## src/rtl/subtractor_pkg.sv

```systemverilog
// ---------------------------------------------------------------------------
// subtractor_pkg
// Shared types for the digit-serial subtractor:
//   state_t / ST_*  : controller state encoding (IDLE, BUSY, DONE)
//   flags_t         : packed result flags {borrow, overflow, zero, negative}
//   idx_width()     : chunk-counter width, never below one bit
// ---------------------------------------------------------------------------
package subtractor_pkg;

    typedef logic [1:0] state_t;

    localparam state_t ST_IDLE = 2'd0;
    localparam state_t ST_BUSY = 2'd1;
    localparam state_t ST_DONE = 2'd2;

    typedef struct packed {
        logic borrow;
        logic overflow;
        logic zero;
        logic negative;
    } flags_t;

    // A single-chunk configuration still needs a one-bit counter to stay legal.
    function automatic int unsigned idx_width(input int unsigned n);
        return (n > 1) ? $clog2(n) : 1;
    endfunction

endpackage

```

## src/rtl/subtractor_chunk.sv

```systemverilog
// ---------------------------------------------------------------------------
// subtractor_chunk
// Combinational CHUNK_WIDTH-bit subtract with borrow: diff = x - y - bin.
// Ports:
//   x, y  in  CHUNK_WIDTH  minuend / subtrahend slice
//   bin   in  1            borrow-in from the previous (lower) chunk
//   diff  out CHUNK_WIDTH  difference slice
//   bout  out 1            borrow-out to the next (higher) chunk
// ---------------------------------------------------------------------------
module subtractor_chunk #(
    parameter int unsigned CHUNK_WIDTH = 4
) (
    input  logic [CHUNK_WIDTH-1:0] x,
    input  logic [CHUNK_WIDTH-1:0] y,
    input  logic                   bin,
    output logic [CHUNK_WIDTH-1:0] diff,
    output logic                   bout
);

    // One extra bit catches the borrow: it goes high when the true difference is negative.
    logic [CHUNK_WIDTH:0] full;

    always_comb begin
        full = {1'b0, x} - {1'b0, y} - {{CHUNK_WIDTH{1'b0}}, bin};
    end

    assign diff = full[CHUNK_WIDTH-1:0];
    assign bout = full[CHUNK_WIDTH];

endmodule

```

## src/rtl/subtractor_serial.sv

```systemverilog
// ---------------------------------------------------------------------------
// subtractor_serial
// Digit-serial two's-complement subtractor: resultado = a - b over DATA_WIDTH
// bits, CHUNK_WIDTH bits per clock, borrow rippled between cycles through a
// single reused subtractor_chunk.
// Ports:
//   clk, rst     single clock, asynchronous active-high reset
//   in_valid     operands valid            in_ready   accepting (IDLE only)
//   a, b         operands, sampled on accept
//   signed_mode  1 = signed flags, sampled on accept
//   out_valid    result/flags valid        out_ready  consumer accepts
//   resultado    a - b mod 2^DATA_WIDTH
//   borrow, overflow, zero, negative  registered result flags
// ---------------------------------------------------------------------------
module subtractor_serial
    import subtractor_pkg::*;
#(
    parameter int unsigned DATA_WIDTH  = 16,
    parameter int unsigned CHUNK_WIDTH = 4
) (
    input  logic                  clk,
    input  logic                  rst,
    input  logic                  in_valid,
    output logic                  in_ready,
    input  logic [DATA_WIDTH-1:0] a,
    input  logic [DATA_WIDTH-1:0] b,
    input  logic                  signed_mode,
    output logic                  out_valid,
    input  logic                  out_ready,
    output logic [DATA_WIDTH-1:0] resultado,
    output logic                  borrow,
    output logic                  overflow,
    output logic                  zero,
    output logic                  negative
);

    localparam int unsigned NumChunks = DATA_WIDTH / CHUNK_WIDTH;
    localparam int unsigned IdxW      = idx_width(NumChunks);
    localparam logic [IdxW-1:0] LastIdx = IdxW'(NumChunks - 1);

    if ((DATA_WIDTH % CHUNK_WIDTH) != 0) begin : gen_bad_cfg
        $error("subtractor_serial: DATA_WIDTH must be a multiple of CHUNK_WIDTH");
    end

    // Operands and result viewed as arrays of chunks so the chunk index is a plain mux select.
    typedef logic [NumChunks-1:0][CHUNK_WIDTH-1:0] chunks_t;

    state_t            state_q, state_d;
    chunks_t           a_q, a_d;
    chunks_t           b_q, b_d;
    chunks_t           res_q, res_d;
    logic              sm_q, sm_d;
    logic              bor_q, bor_d;
    logic [IdxW-1:0]   idx_q, idx_d;
    flags_t            flags_q, flags_d;

    logic [CHUNK_WIDTH-1:0] chunk_diff;
    logic                   chunk_bout;

    subtractor_chunk #(
        .CHUNK_WIDTH(CHUNK_WIDTH)
    ) u_chunk (
        .x    (a_q[idx_q]),
        .y    (b_q[idx_q]),
        .bin  (bor_q),
        .diff (chunk_diff),
        .bout (chunk_bout)
    );

    always_comb begin
        state_d = state_q;
        a_d     = a_q;
        b_d     = b_q;
        res_d   = res_q;
        sm_d    = sm_q;
        bor_d   = bor_q;
        idx_d   = idx_q;
        flags_d = flags_q;

        unique case (state_q)
            ST_IDLE: begin
                if (in_valid) begin
                    a_d     = a;
                    b_d     = b;
                    sm_d    = signed_mode;
                    bor_d   = 1'b0;
                    idx_d   = '0;
                    state_d = ST_BUSY;
                end
            end

            ST_BUSY: begin
                res_d[idx_q] = chunk_diff;
                bor_d        = chunk_bout;
                idx_d        = idx_q + 1'b1;
                if (idx_q == LastIdx) begin
                    idx_d   = '0;
                    state_d = ST_DONE;
                    // Flags use res_d so the chunk written on this edge is included.
                    flags_d.borrow   = chunk_bout;
                    flags_d.overflow = sm_q
                                     & (a_q[NumChunks-1][CHUNK_WIDTH-1]
                                        != b_q[NumChunks-1][CHUNK_WIDTH-1])
                                     & (res_d[NumChunks-1][CHUNK_WIDTH-1]
                                        != a_q[NumChunks-1][CHUNK_WIDTH-1]);
                    flags_d.zero     = (res_d == '0);
                    flags_d.negative = sm_q ? res_d[NumChunks-1][CHUNK_WIDTH-1] : chunk_bout;
                end
            end

            ST_DONE: begin
                if (out_ready) begin
                    state_d = ST_IDLE;
                end
            end

            default: begin
                state_d = ST_IDLE;
            end
        endcase
    end

    always_ff @(posedge clk or posedge rst) begin
        if (rst) begin
            state_q <= ST_IDLE;
            a_q     <= '0;
            b_q     <= '0;
            res_q   <= '0;
            sm_q    <= 1'b0;
            bor_q   <= 1'b0;
            idx_q   <= '0;
            flags_q <= '0;
        end else begin
            state_q <= state_d;
            a_q     <= a_d;
            b_q     <= b_d;
            res_q   <= res_d;
            sm_q    <= sm_d;
            bor_q   <= bor_d;
            idx_q   <= idx_d;
            flags_q <= flags_d;
        end
    end

    // Pure state decodes: no combinational path from in_valid or out_ready.
    assign in_ready  = (state_q == ST_IDLE);
    assign out_valid = (state_q == ST_DONE);

    assign resultado = res_q;
    assign borrow    = flags_q.borrow;
    assign overflow  = flags_q.overflow;
    assign zero      = flags_q.zero;
    assign negative  = flags_q.negative;

endmodule

```

## config.mk

```make
export PLATFORM = sky130hd
export DESIGN_NAME = subtractor_serial
export DESIGN_NICKNAME = d
export VERILOG_FILES = /design/src/rtl/subtractor_pkg.sv /design/src/rtl/subtractor_chunk.sv /design/src/rtl/subtractor_serial.sv
export SDC_FILE = /design/constraint.sdc
export NUM_CORES = 1
export LEC_CHECK = 0
export ABC_AREA = 1
export BUFFER_PORTS_ARGS = -buffer_cell sky130_fd_sc_hd__buf_4
export CORE_ASPECT_RATIO = 0.7
export CORE_MARGIN = 2
export CORE_UTILIZATION = 49
export DETAILED_ROUTE_END_ITERATION = 6
export PLACE_DENSITY = 0.75
export SLEW_MARGIN = 20
export SYNTH_ARGS = -nofsm -noshare
export SYNTH_HDL_FRONTEND = slang
export SYNTH_SLANG_ARGS = --single-unit
```

## constraint.sdc

```tcl
create_clock -name clk -period 2.9 [get_ports clk]
set_input_delay 0.145 -clock clk [delete_from_list [all_inputs] [get_ports clk]]
set_output_delay 0.145 -clock clk [all_outputs]
set_load 0.1 [all_outputs]
```

==> impl_results.md, run 1 <==
* Number of standard-cell rows in the floorplan at 23
* Synthesized netlist net count at 414
* Crit path time final at around 2.7 ns
* Post-route antenna net violation count at 0
* Dominant delay contributor by cell family on the critical path: adder cells
* Status: completed
* Post-synth top area cell: dfrtp_1
* Buffers on Ports at 58
* Data arrival time of the critical path at 2.98 ns
* Number of violations reported at the end of detailed-routing iteration 0 at 143
* Biggest fanout along the worst timing path at 8
* Path type of the worst min-delay path: in2reg
* Global placement routability congestion at about 0.94
* Main area contributors after synthesis: dfrtp_1 50%, nand2_1 21%, o21ai_0 6.4%
* Aggregate global routing overflow at 0
* Count of cell types in the netlist at 25
* Slowest stage cell, crit path: fa_2
* Setup repair after global routing missed its margin: false
* Final worst path period share at 93.8%
* Routed length per instance at 13.7 um
* Worst-skew pair later-pin latency at 0.33 ns
* Total count of max-transition violations in the final report at 0
* Share of post-route cells with drive strength above 1 at roughly a fifth
* Setup crit start kind: flop
* Critical path class: reg2reg
* Effective utilization at floorplan at about half
* Instance count of the mapped netlist at 367
* # diodes at 0
* Total wire length at 7180 um
* Post-route design area at between 3000 and 4000 um^2
* Vias in the first global route at 2552
* Maximum achievable frequency at ~0.37 GHz
* Yosys top cell area share at 50.3%
* Detail Placement HPWL at a little over 5000 um
* Number of H-tree levels at 3
* Die boundary width at about 96 um
* Nature of the critical path endpoint: flop
* Filler Cells Inserted at 481
* Minimum setup slack after placement at -0.0171 ns
* Total I/O pin count at 59
* Number of buffers between clock root and the deepest sink at 2
* Number of antenna violations at the first check in global routing at 0
* Pin count of the biggest net entering global routing at 36
* Bufs and invs on worst path at 1
* Final standard cell count with taps included and fillers excluded at approximately 520
* CP cell instances: buf_4, a21oi_1, a32o_1, fa_2, fa_2, nand2_1, o21ai_0, nand3_1, nor2_1, nand4_1, nor2_1, nand3_1, nand2_1
* Final hold violations at 0
* Final setup skew at 0.0111 ns
* Synthesized area at slightly below 3000 um^2
* Required time at the endpoint of the critical path at 3.16 ns
* Setup violators final at 0
* Via count at 2663
* List of most frequent post-synthesis cells: 164 x nand2_1, 58 x dfrtp_1, 37 x o21ai_0
* Wire length of the first global-routing pass at 12000 um
* Syn_area_per_cell at 7.87 um^2
* CTS Sinks at 58
* Die Outline Area at around 6500 um^2
* Clock buffer count from CTS at 9
* Cells after DPL at 492
* Max-cap violations at 0
* Post-detailed-route via-to-cell ratio at 5.08
* Number of enable flip-flop cells after synthesis at 0
* Transition time at the pin with the least slew margin at 0.501 ns
* Die Span Y at 68.2 um
* Max_slew headroom at 66.6%
* Synth warn at 0
* Share of synthesized area occupied by flip-flops and latches at 50.3%
* Net total in the final layout at 491
* CORE AREA at 5700 um^2
* Clock Pin Slew Worst Setup and Hold Paths at about 0.070 ns
* Root buf cell: clkbuf_8
* Share of synthesized flip-flops with an asynchronous set or reset at 100%
* Layout area overhead at 32.6%
* Total global-route track usage at 24.5%
* Number of DRC violations after detailed routing at 0
* Clock tree from TritonCTS: built
* Number of iterations in the first detailed-routing pass at 5
* Most common flop cell mapped by yosys: dfrtp_1
* Register bit total from synthesis at 58
* Cell Area, Placed at ~3400 um^2
* Smallest setup slack after layout at 0.179 ns
* Worst path max stage delay at 0.58 ns
* Most frequent cell after synthesis: nand2_1
## routing by layer
metal / vias to the layer above / GRT usage [%] / share of wire, %
li1: 1322 / - / -
met1: 1243 / 36.7 / 48
met2: 94 / 35.5 / 44
met3: 4 / 6.28 / 7.5
met4: 0 / 6.79 / 0.45
met5: - / 0 / 0
## worst register-to-register path, cell delays in order (launching register included)
cell and delay, ns:
dfrtp_2 0.43, buf_4 0.17, a21oi_1 0.08, a32o_1 0.22
fa_2 0.36, fa_2 0.59, nand2_1 0.06, o21ai_0 0.10
nand3_1 0.10, nor2_1 0.13, nand4_1 0.13, nor2_1 0.12
nand3_1 0.09, nand2_1 0.07
## layout make-up
class	instances	area (um^2)	area share, %
flip-flops and latches	58	1450	37.9
repair buffers	80	638	16.7
inverters	25	98.8	2.58
well taps	75	93.8	2.45
multi-input cells	270	1280	33.4
clock buffers	11	141	3.69
clock inverters	5	125	3.27
## path summary, 6_finish.rpt
kind,depth (start not counted),endpoint,slack [ns],from
max,13,zero,0.18,idx_q[0]
min,3,b_q[10],0.01,b[10]
max reg2reg,13,zero,0.18,idx_q[0]
min reg2reg,2,overflow,0.48,overflow
max in group asynchronous,4,idx_q[0],1.65,rst
min in group asynchronous,3,b_q[1],0.40,rst
## placed cells by master (no fill, tap or decap)
| master | n |
|---|---|
| nand2_1 | 164 |
| buf_4 | 65 |
| dfrtp_1 | 57 |
| o21ai_0 | 37 |
| nor2_1 | 22 |
| inv_1 | 21 |
| dlygate4sd3_1 | 15 |
| clkbuf_8 | 10 |
| a21oi_1 | 8 |
| ha_1 | 8 |
| nand3_1 | 7 |
| nand3_2 | 5 |
| bufinv_16 | 4 |
| a32o_1 | 3 |
| o22ai_1 | 3 |
| inv_4 | 2 |
| nand2_2 | 2 |
| a31oi_1 | 2 |
| inv_2 | 2 |
| fa_2 | 2 |
| o21ai_2 | 1 |
| o21ai_1 | 1 |
| nor2_2 | 1 |
| o31ai_1 | 1 |
| a32oi_1 | 1 |
| xnor2_1 | 1 |
| nand4_1 | 1 |
| clkinv_2 | 1 |
| clkbuf_1 | 1 |
| dfrtp_2 | 1 |
## registers in the layout (all words and copies together) (netlist names)
name	flops
a_q	16
b_q	16
resultado	16
idx_q	2
state_q	2
bor_q	1
borrow	1
negative	1
overflow	1
sm_q	1
zero	1
## kinds of logic after synthesis
| group | count (synthesis) | share of synthesized area [%] |
|---|---|---|
| compound gates | 57 | 11.0 |
| flops | 58 | 50.3 |
| fa+ha+maj | 10 | 4.85 |
| simple gates | 202 | 28.0 |
| buf+inv | 39 | 5.63 |
| xor+xnor | 1 | 0.303 |
## repair_timing
action                                  in CTS  in global routing
hold buffers                                15                  0
buffers inserted                             0                  1
pin swaps                                    0                  1
resized for setup                            1                  4
hold endpoints to repair                    37                  0
endpoints found under the setup margin       1                  2
## stage by stage
| step | hold WS, ns | TNS, ns | util, % |
|---|---|---|---|
| floorplan | 0.242 | 0 | - |
| global placement | 0.213 | 0 | 59.6 |
| detailed placement | 0.209 | -0.0171 | 59.6 |
| CTS | 0.000921 | 0 | 66.9 |
| global route | 0.00115 | 0 | 67.2 |
| finish | 0.0130 | 0 | 67.2 |
Power of run 1 is not shown: default switching activity piles up to over one toggle a cycle in this logic, so the estimate is an artifact.
==> inputs of run 2 (changes only) <==
--- a/config.mk
+++ b/config.mk
@@ -11,7 +11,7 @@
 export CORE_MARGIN = 2
 export CORE_UTILIZATION = 49
 export DETAILED_ROUTE_END_ITERATION = 6
-export PLACE_DENSITY = 0.75
+export PLACE_DENSITY = 0.84
 export SLEW_MARGIN = 20
 export SYNTH_ARGS = -nofsm -noshare
 export SYNTH_HDL_FRONTEND = slang
==> impl_results.md, run 2 (synthesized netlist as in run 1, its figures left out) <==
* Slack of the worst reg-to-reg path at 0.20 ns (was 0.18 ns)
* Worst reg2reg path endpoint: zero (unchanged)
* Buffers on Ports at 58 (unchanged)
* Worst reg2reg path depth at 13 (unchanged)
* Required time at the endpoint of the critical path at 3.18 ns (was 3.16 ns)
* DR top layer: met4 (unchanged)
* Filler Cells Inserted at 492 (was 481)
* Effective utilization at floorplan at 50.7% (unchanged)
* Clock buffer count from CTS at 9 (unchanged)
* Number of buffers between clock root and the deepest sink at 2 (unchanged)
* Final worst path period share at 93.1% (was 93.8%)
* Final hold violations at 0 (unchanged)
* Dominant delay contributor by cell family on the critical path: adder cells (unchanged)
* Number of antenna violations at the first check in global routing at 0 (unchanged)
* Wire length of the first global-routing pass at 11700 um (was 12000 um)
* Post-route antenna net violation count at 0 (unchanged)
* Routed length on met1 at 3460 um (was 3470 um)
* Total count of max-transition violations in the final report at 0 (unchanged)
* Clock Pin Slew Worst Setup and Hold Paths at 0.06 ns (was 0.07 ns)
* Routed wire length on met2 at 3330 um (was 3140 um)
* Transition time at the pin with the least slew margin at 0.592 ns (was 0.501 ns)
* Detail Placement HPWL at 5070 um (was 5120 um)
* Worst path max stage delay at 0.59 ns (was 0.58 ns)
* Worst Hold End: b_q[5] (was b_q[10])
* CTS Sinks at 58 (unchanged)
* Max-cap violations at 0 (unchanged)
* Final setup skew at 0.00392 ns (was 0.0111 ns)
* Number of cells on the worst hold path at 3 (unchanged)
* Slowest stage cell, crit path: fa_2 (unchanged)
* Worst-skew pair later-pin latency at 0.34 ns (was 0.33 ns)
* Via count at 2689 (was 2663)
* Number of H-tree levels at 3 (unchanged)
* Maximum achievable frequency at 0.370 GHz (was 0.368 GHz)
* Aggregate global routing overflow at 0 (unchanged)
* Die boundary width at 95.8 um (unchanged)
* Footprint of the multi-input gates at 1290 um^2 (was 1280 um^2)
* Bufs and invs on worst path at 1 (unchanged)
* Total wire length at 7270 um (was 7180 um)
* Total I/O pin count at 59 (unchanged)
* Setup repair after global routing missed its margin: false (unchanged)
* Number of standard-cell rows in the floorplan at 23 (unchanged)
* Number of DRC violations after detailed routing at 0 (unchanged)
* Crit path time final at 2.70 ns (was 2.72 ns)
* Vias in the first global route at 2469 (was 2552)
* Clock tree from TritonCTS: built (unchanged)
* Die Outline Area at 6530 um^2 (unchanged)
* Data arrival time of the critical path at 2.98 ns (about the same)
* Status: completed (unchanged)
* Global placement routability congestion at 0.925 (was 0.937)
* Net total in the final layout at 495 (was 491)
* Pin count of the biggest net entering global routing at 37 (was 36)
* Cell repeated most along the worst path: nand2_1
* Post-detailed-route via-to-cell ratio at 5.09 (was 5.08)
* Total global-route track usage at 24.3% (was 24.5%)
* CP cell instances: buf_4, nand2_1, a32o_1, fa_2, fa_2, nand2_1, o21ai_2, nand2_1, nor2_2, nand4_1, nor2_1, nand3_1, nand2_1 (was buf_4, a21oi_1, a32o_1, fa_2, fa_2, nand2_1, o21ai_0, nand3_1, nor2_1, nand4_1, nor2_1, nand3_1, nand2_1)
* Source of the critical timing path: idx_q[0] (unchanged)
* Path type of the worst min-delay path: in2reg (unchanged)
* Worst reg2reg startpoint: idx_q[0] (unchanged)
* Min-Delay Startpoint: b[5] (was b[10])
* Critical path class: reg2reg (unchanged)
* Number of violations reported at the end of detailed-routing iteration 0 at 178 (was 143)
* Number of iterations in the first detailed-routing pass at 5 (unchanged)
* # diodes at 0 (unchanged)
* Biggest fanout along the worst timing path at 6 (was 8)
* Max_slew headroom at 60.5% (was 66.6%)
* Commonest non-fill, non-tap cell in the layout: nand2_1 (unchanged)
* Sequential Area at 1450 um^2 (unchanged)
* Highest-count cells in the layout ignoring fill and taps: 164 x nand2_1, 67 x buf_4, 57 x dfrtp_1 (was 164 x nand2_1, 65 x buf_4, 57 x dfrtp_1)
* Total negative setup slack at 0 ns (unchanged)
* Share of post-route cells with drive strength above 1 at 22.3% (was 21.4%)
* Layout area overhead at 32.4% (was 32.6%)
* CORE AREA at 5700 um^2 (unchanged)
* Root buf cell: clkbuf_8 (unchanged)
* Routed length per instance at 13.8 um (was 13.7 um)
* Setup violators final at 0 (unchanged)
* Nature of the critical path endpoint: flop (unchanged)
* Length of routed met3 wiring at 390 um (was 536 um)
* Setup crit start kind: flop (unchanged)
* Die Span Y at 68.2 um (unchanged)
-- run 2: cell count changes in the layout (fill, tap and decap cells not counted), moves of 2 or more --
cell           previous run  this run
o21ai_2                   1         3
buf_4                    65        67
bufinv_16                 4         2
dlygate4sd3_1            15        17
o21ai_0                  37        35
-- run 2: worst max-delay path by stage --
stage | to | slack (ns) | cells after the start
after floorplan | zero | 0.14 | 14
after global placement | zero | 0.13 | 13
after detailed placement | zero | 0.02 | 13
after CTS | zero | 0.01 | 13
after global routing | zero | 0.04 | 13
final | zero | 0.20 | 13
-- run 2: metal layers --
metal  up-vias  global-route usage, %
met1      1272                   34.1
met3        11                   5.51
met2        80                   37.9
li1       1326                      -
met4         0                   7.68
met5         -                      0
-- run 2: cell type report --
cell class / count / area share, %
Inverter: 25 / 2.52
Clock inverter: 5 / 2.03
Multi-Input combinational cell: 270 / 33.7
Clock buffer: 11 / 3.70
Timing Repair Buffer: 84 / 17.6
Sequential cell: 58 / 38.0
Tap cell: 75 / 2.45
-- run 2: timing repair --
| action | 4_1_cts | 5_1_grt |
|---|---|---|
| gates resized for setup | 1 | 10 |
| hold buffers | 17 | 0 |
| setup buffers | 0 | 2 |
| endpoints found under the setup margin | 1 | 1 |
| hold endpoints to repair | 43 | 0 |
| pin swaps | 0 | 2 |
-- run 2: metrics by stage --
stage	instance area, um^2	std cells	util [%]	setup WS, ns	hold slack, ns
floorplan	2890	367	-	0.139	0.242
detailed placement	3400	493	59.7	0.0175	0.267
global route	3820	528	67.1	0.0384	0.00416
finish	3820	528	67.1	0.201	0.00507
global placement	3400	493	59.7	0.134	0.247
CTS	3790	526	66.5	0.0137	0.000422
-- run 2: worst min-delay path: cells and delay by family --
family | cells | cell delay [ns]
buffers and inverters | 1 | 0.08
and+or+nand+nor | 2 | 0.08
Power of run 2 is left out for the same reason.
